### src/rtl/fare_event_generator.sv
// fare_event_generator: taximeter FSM turning wheel pulses and second ticks into fare increment pulses.
// Optional night rate (halved distance threshold) via `define FARE_NIGHT_RATE_EN.
module fare_event_generator #(
    parameter logic [15:0] BASE_PULSES = 16'd100,
    parameter logic [15:0] DIST_PULSES = 16'd50,
    parameter logic [15:0] STALL_SECS  = 16'd5,
    parameter logic [15:0] WAIT_SECS   = 16'd60
) (
    input  logic       clk,
    input  logic       rst,
    input  logic       start,
    input  logic       stop,
    input  logic       wheel_pulse,
    input  logic       sec_tick,
`ifdef FARE_NIGHT_RATE_EN
    input  logic       night,
`endif
    output logic       add_distance,
    output logic       add_time,
    output logic [1:0] state
);
    typedef enum logic [1:0] {IDLE, BASE, RUN, WAIT} state_t;
    state_t cur, nxt, ret, ret_n, cs;
    logic s1, s2, s3, edge_ev;
    logic [15:0] pc, pc_n, stall, stall_n, wc, wc_n, thr;
    logic dist_n, time_n;
    assign edge_ev = s2 & ~s3;
    assign state = cur;
`ifdef FARE_NIGHT_RATE_EN
    assign thr = night ? (DIST_PULSES >> 1) : DIST_PULSES;
`else
    assign thr = DIST_PULSES;
`endif
    always_ff @(posedge clk) begin
        if (rst) begin
            {s1, s2, s3} <= 3'b000;
            cur <= IDLE;
            ret <= IDLE;
            pc <= '0;
            stall <= '0;
            wc <= '0;
            add_distance <= 1'b0;
            add_time <= 1'b0;
        end else begin
            {s1, s2, s3} <= {wheel_pulse, s1, s2};
            cur <= nxt;
            ret <= ret_n;
            pc <= pc_n;
            stall <= stall_n;
            wc <= wc_n;
            add_distance <= dist_n;
            add_time <= time_n;
        end
    end
    // An edge seen in WAIT is counted as if already back in the stored state.
    always_comb begin
        nxt = cur;
        ret_n = ret;
        pc_n = pc;
        stall_n = stall;
        wc_n = wc;
        dist_n = 1'b0;
        time_n = 1'b0;
        cs = (cur == WAIT) ? ret : cur;
        if (stop) begin
            nxt = IDLE;
        end else if (cur == IDLE) begin
            if (start) begin
                nxt = BASE;
                pc_n = '0;
                stall_n = '0;
                wc_n = '0;
            end
        end else if (edge_ev) begin
            nxt = cs;
            stall_n = '0;
            if (cs == BASE) begin
                pc_n = (pc + 16'd1 == BASE_PULSES) ? 16'd0 : pc + 16'd1;
                nxt = (pc + 16'd1 == BASE_PULSES) ? RUN : BASE;
            end else begin
                dist_n = (pc + 16'd1 == thr);
                pc_n = (pc + 16'd1 == thr) ? 16'd0 : pc + 16'd1;
            end
        end else if (sec_tick) begin
            if (cur == WAIT) begin
                time_n = (wc + 16'd1 == WAIT_SECS);
                wc_n = (wc + 16'd1 == WAIT_SECS) ? 16'd0 : wc + 16'd1;
            end else if (stall + 16'd1 == STALL_SECS) begin
                nxt = WAIT;
                ret_n = cur;
                stall_n = '0;
            end else begin
                stall_n = stall + 16'd1;
            end
        end
    end
endmodule

### config.mk
export PLATFORM = sky130hd
export DESIGN_NAME = fare_event_generator
export DESIGN_NICKNAME = d
export VERILOG_FILES = /design/src/rtl/fare_event_generator.sv
export SDC_FILE = /design/constraint.sdc
export NUM_CORES = 1
export LEC_CHECK = 0
export BUFFER_PORTS_ARGS = -buffer_cell sky130_fd_sc_hd__clkbuf_2
export CAP_MARGIN = 40
export CELL_PAD_IN_SITES_DETAIL_PLACEMENT = 1
export CELL_PAD_IN_SITES_GLOBAL_PLACEMENT = 2
export CORE_UTILIZATION = 34
export DETAILED_ROUTE_END_ITERATION = 12
export GPL_ROUTABILITY_DRIVEN = 0
export PLACE_DENSITY_LB_ADDON = 0.1
export SLEW_MARGIN = 10
export SYNTH_ARGS = -nofsm -noshare
export SYNTH_HDL_FRONTEND = slang
export SYNTH_SLANG_ARGS = --single-unit
### constraint.sdc
create_clock -name clk -period 2.2 [get_ports clk]
set_input_delay 0.11 -clock clk [delete_from_list [all_inputs] [get_ports clk]]
set_output_delay 0.11 -clock clk [all_outputs]
set_load 0.01 [all_outputs]
==> results of run 1 <==
## what timing repair did
action                                  4_1_cts  5_1_grt
gates resized for setup                      11       36
hold endpoints to repair                      1        0
endpoints found under the setup margin       20       42
setup buffers                                 3        7
pin swaps                                     3        8
hold buffers                                  1        0
cloned                                        1        0
## worst max-delay path, cell delays in order (launching register included)
cell	delay (ns)
dfxtp_4	0.37
ha_4	0.15
nand3_4	0.08
or4_4	0.46
mux2i_4	0.22
or3_4	0.39
o32ai_4	0.27
buf_4	0.15
mux2i_1	0.15
## cell type report
type                            count  area (um2)
Multi-Input combinational cell    376        2610
Tap cell                          136         170
Fill cell                        1297        5490
Clock inverter                      4        20.0
Inverter                            9        33.8
Sequential cell                    57        1170
Clock buffer                       12         145
Timing Repair Buffer              109         821
## state kept, by name, indices dropped and copies added (netlist names)
name,cells
add_distance,1
add_time,1
pc,16
ret,2
s1,1
s2,1
s3,1
stall,16
state,2
wc,16
## through the flow
stage	util (%)	hold slack [ns]	total power [W]
6_report	47.5	0.135	0.00212
5_1_grt	47.5	0.148	0.00221
4_1_cts	45.6	0.120	0.00213
3_5_place_dp	43.1	0.334	0.00124
3_3_place_gp	43.1	0.322	0.00124
2_1_floorplan	-	0.238	0.00116
## placed cells by master, fill, tap and decap left out, types with 5 or more instances in the layout
master | Yosys | routed
clkbuf_8 | 0 | 10
xor2_1 | 6 | 5
dfxtp_4 | 0 | 5
nand4_1 | 14 | 14
o311ai_1 | 5 | 5
xnor2_1 | 11 | 11
nand3_1 | 23 | 21
a31oi_1 | 14 | 13
clkbuf_2 | 0 | 9
and3_1 | 7 | 7
o21ai_0 | 23 | 22
nor3_1 | 19 | 15
inv_1 | 9 | 8
dfxtp_1 | 57 | 43
a22oi_1 | 5 | 5
nand2b_1 | 12 | 12
dfxtp_2 | 0 | 9
nor3_2 | 1 | 5
a311oi_1 | 6 | 6
buf_4 | 3 | 94
nand3b_1 | 6 | 6
nor2_1 | 49 | 46
or3_1 | 10 | 7
a21oi_1 | 23 | 23
nand2_1 | 54 | 54
## kinds of logic (layout without fill, tap and decap cells)
family | Yosys count | in the layout
flip-flops | 57 | 57
adder cells (fa/ha/maj) | 7 | 7
XOR/XNOR | 17 | 17
buffers and inverters | 42 | 134
AO/OA/AOI/OAI | 106 | 107
multiplexers | 5 | 5
AND/OR/NAND/NOR | 240 | 240
## final timing paths
kind / from / endpoint / slack (ns) / depth (start not counted)
max: stall[1]$_SDFFE_PP0P_ / state[1]$_SDFFE_PP0P_ / -0.10 / 8
min: sec_tick / add_time$_SDFF_PP0_ / 0.13 / 3
max reg2reg: stall[1]$_SDFFE_PP0P_ / state[1]$_SDFFE_PP0P_ / -0.10 / 8
min reg2reg: s1$_SDFF_PP0_ / s2$_SDFF_PP0_ / 0.44 / 1
## per-layer routing
layer	vias to the layer above	share of wire, %
met5	-	0
met4	0	2.7
met3	20	1.8
met2	36	49
met1	1895	46
li1	1918	-
## power groups by stage
stage	Combinational [W]	Clock, W	Sequential (W)
detailed placement	0.000177	0	0.00106
global placement	0.000174	0	0.00106
floorplan	0.0000996	0	0.00106
finish	0.000204	0.000876	0.00104
global route	0.000224	0.000952	0.00104
CTS	0.000182	0.000905	0.00104
==> flow_summary.toml, run 1 <==
[outcome]
status = "finished, violations left"
violations = "negative setup slack"

[die]
pin_count = 10
fp.dieH_um = 107
fp-row-count = 37
start_util_pct = 35.5
core_um2 = 10500
die_w_um = 107
dieArea_um2 = 11400

[synthesis]
synth.distinct_cells = 73
synthCells = 474
ys_ff_latch = 57
synthSimpleGateAreaFrac_pct = 36.2
synthArstFlopShare_pct = 0
synth-main-ff-cell = "dfxtp_1"
synth_mux_area_share_pct = 1.45
synth_most_common_cell = "dfxtp_1"
syn_avg_cell_area_um2 = 7.84
seq_area_frac_synth_pct = 30.7
synth_top_area_share_pct = 30.7
synth_top_family_by_area = "simple AND/OR/NAND/NOR gates"
synth_top_cell_by_area = "dfxtp_1"
synth_edf_count = 0
synth_fa_ha_area_share_pct = 2.36
synthXorXnorAreaFrac_pct = 4.01
syn_area_um2 = 3720
synth_area_leaders = "dfxtp_1 (31%), nand2_1 (5.5%), nor2_1 (4.9%), a21oi_1 (3.1%), nand3_1 (3.1%)"
synth-compound-area-share_pct = 20.4
synth_common_cells = "dfxtp_1 (57), nand2_1 (54), nor2_1 (49)"
mappedNetlistNets = 487
yosysWarnings = 0

[power_and_ir_drop]
pwr-share-comb_pct = 9.6
p_clk_share_pct = 41.4
p_per_area_nw_per_um2 = 426
power.leakage_nw = 1.82
p_sw_w = 0.000568
p_int_w = 0.00155
seqPwrFrac_pct = 49.0
ir_drop_mv = 0.206
swShare_pct = 26.8

[global_route]
overflow = 0
grt_pass1_wl_mm = 19.6
gr-usage-all-layers_pct = 22.2
met2_usage_pct = 37.1
grt.busiest_layer = "met2"
antenna_found_initial = 0
grt_max_degree = 28
grt_pass1_vias = 3948
grt_use_met3_pct = 2.64
met1_usage_pct = 28.0

[critical_path]
critPathMaxFanout = 4
crit_type = "reg -> reg"
crit_required_ns = 2.49
cp-start-kind = "flop"
cp-end-kind = "flop"
arrival_ns = 2.60

[final_layout]
layout.cells.non_filler = 703
drive_gt1_share_pct = 33.5
fin_area_um2 = 4970
fin_nets = 575
syn_to_final_growth_pct = 33.7
antenna_cells = 0

[sta]
fin_setup_tns_ns = -0.349
clock_skew_ns = 0.0163
relSlewSlack_pct = 60.8
hold_viol_final = 0
setup_viol = 11
worst-slew-pin-transition_ns = 0.583
drv_slew = 0
post-route-min-period_ns = 2.30
post-route-period-util_pct = 105
max_freq_mhz = 434
setup_ws_ns = -0.103
rsz0062_at_grt = "true"

[drt]
wl_per_cell_um = 16.9
wirelength_mm = 11.9
dr.first_iter.drc_count = 163
vias = 3869
drcViolationCount = 0
drtAntennaViolNets = 0
via_per_inst = 5.50
first_pass_iters = 4

[min_path]
hp-class = "in -> reg"

[place]
pre_cts_ws_ns = -0.154
port_buffers = 9
dpl.cell_count = 675
placed_area_um2 = 4510
dp_hpwl_mm = 8.58

[cts]
clock_path_buffers = 2
cts.sinks = 57
tritoncts = "built"
clkTransAtPathRegs_ns = 0.08
clockRootBuffer = "clkbuf_8"
cts_inserted_buffers = 9
cts_max_level = 3
clk_latency_ns = 0.36

[run]
drv_cap = 0
(Power assumes the default switching activity.)
==> run 2: changes to the inputs <==
Settings changed: CORE_UTILIZATION 34 to 35, CTS_BUF_LIST set to sky130_fd_sc_hd__clkbuf_4.
Clock period 2.2 ns to 2.6 ns, I/O delays scaled along.
==> run 2 against run 1 <==
Effect of this change:
- largest cell class unchanged
- the flow now finishes without violations
- register-to-register slack improved by 0.25 ns
- final area decreased by 17%
- core utilization decreased by 7.6 points
- wire length decreased by 15%
- highest routed layer unchanged
- cell count decreased by 11%
==> flow_summary.toml, run 2 (same netlist as run 1, synthesis figures left out) <==
[die]
fp.dieH_um = 105
start_util_pct = 36.0
fp-row-count = 37
pin_count = 10
die_w_um = 105
core_um2 = 10300
dieArea_um2 = 11000

[final_layout]
fin_util_pct = 39.9
fin_nets = 502
reg.largest.list = "pc x16, stall x16, wc x16"
drive_gt1_share_pct = 16.2
fin_area_um2 = 4120
layout.cells.non_filler = 629
syn_to_final_growth_pct = 10.8
final_common_cell = "dfxtp_1"
final_cell_mix = "dfxtp_1 (56), nand2_1 (54), nor2_1 (46), buf_4 (27)"
antenna_cells = 0

[critical_path]
cp_cell_sequence = "ha_1, nand3_4, nor4_4, xnor2_1, o2111a_2, a41oi_1, or4_1, mux2i_1"
max_stage_delay_ns = 0.46
critPathMaxFanout = 8
r2r_slack_ns = 0.15
cp_slowest_cell = "or4_1"
crit_required_ns = 2.94
cp_top_family = "simple AND/OR/NAND/NOR gates"
crit_type = "reg -> reg"
cp-start-kind = "flop"
arrival_ns = 2.79
path_buf_inv = 0
cp-end-kind = "flop"

[drt]
vias = 3493
via_per_inst = 5.55
first_pass_iters = 4
dr.first_iter.drc_count = 144
wirelength_mm = 10.1
drcViolationCount = 0
wl_per_cell_um = 16.0
drtAntennaViolNets = 0

[global_route]
grt_max_degree = 33
gr-usage-all-layers_pct = 20.0
grt_pass1_wl_mm = 17.7
antenna_found_initial = 0
overflow = 0
grt_pass1_vias = 3588

[sta]
setup_viol = 0
post-route-period-util_pct = 94.2
clock_skew_ns = 0.00922
timing.hold.ws_ns = 0.0428
relSlewSlack_pct = 45.3
post-route-min-period_ns = 2.45
max_freq_mhz = 408
hold_viol_final = 0
drv_slew = 0
worst-slew-pin-transition_ns = 0.814

[cts]
clkTransAtPathRegs_ns = 0.10
cts.sinks = 57
tritoncts = "built"
clockRootBuffer = "clkbuf_4"
cts_inserted_buffers = 9
cts_max_level = 3
clock_path_buffers = 2
clk_latency_ns = 0.42

[run]
drv_cap = 0

[power_and_ir_drop]
p_total_w = 0.00153
ir_drop_mv = 0.180
power.leakage_nw = 1.40
p_per_area_nw_per_um2 = 371

[place]
dp_hpwl_mm = 7.39
placed_area_um2 = 3980
dpl.cell_count = 612
port_buffers = 9

[outcome]
status = "complete, no violations"

[min_path]
hp-class = "in -> reg"
## run 2: timing repair
item / in CTS / in global routing
setup buffers: 0 / 1
hold buffers: 1 / 0
gates resized for setup: 0 / 7
hold endpoints to repair: 1 / 0
endpoints found under the setup margin: 0 / 22
## run 2: layout make-up
type / instances / area (um2)
clock buffers: 9 / 67.6
clock inverters: 6 / 26.3
fillers: 1259 / 6200
inverters: 9 / 33.8
multi-input cells: 375 / 2420
flip-flops and latches: 57 / 1140
well taps: 136 / 170
repair buffers: 37 / 258
## run 2: stage by stage
stage          setup TNS (ns)  worst slack, ns
6_report                    0            0.151
5_1_grt               -0.0164          -0.0164
4_1_cts                     0           0.0545
3_5_place_dp                0           0.0859
3_3_place_gp                0           0.0984
2_1_floorplan               0            0.237
## run 2: power breakdown
group	internal, W	switching, W
sequential	0.000877	0.00000386
combinational	0.0000427	0.0000876
clock	0.000177	0.000341
## run 2: path summary, 6_finish.rpt
check	startpoint	to	depth (start not counted)
max	pc[1]$_SDFFE_PP0P_	state[1]$_SDFFE_PP0P_	8
min	sec_tick	add_time$_SDFF_PP0_	3
max reg2reg	pc[1]$_SDFFE_PP0P_	state[1]$_SDFFE_PP0P_	8
min reg2reg	s1$_SDFF_PP0_	s2$_SDFF_PP0_	1
## run 2: metal layers
metal	share of wire, %	global-route usage, %
met1	50	25.6
met2	46	33.3
met4	1.6	7.85
met3	2.3	3.68
met5	0	0
## run 2: worst register-to-register path, delay by kind of cell, from the launching register on
family,cells,cell delay [ns]
muxes,1,0.15
and+or+nand+nor,3,0.98
adders and majority gates,1,0.25
AOI/OAI and AO/OA,2,0.41
DFF,1,0.43
xor gates and xnor gates,1,0.16
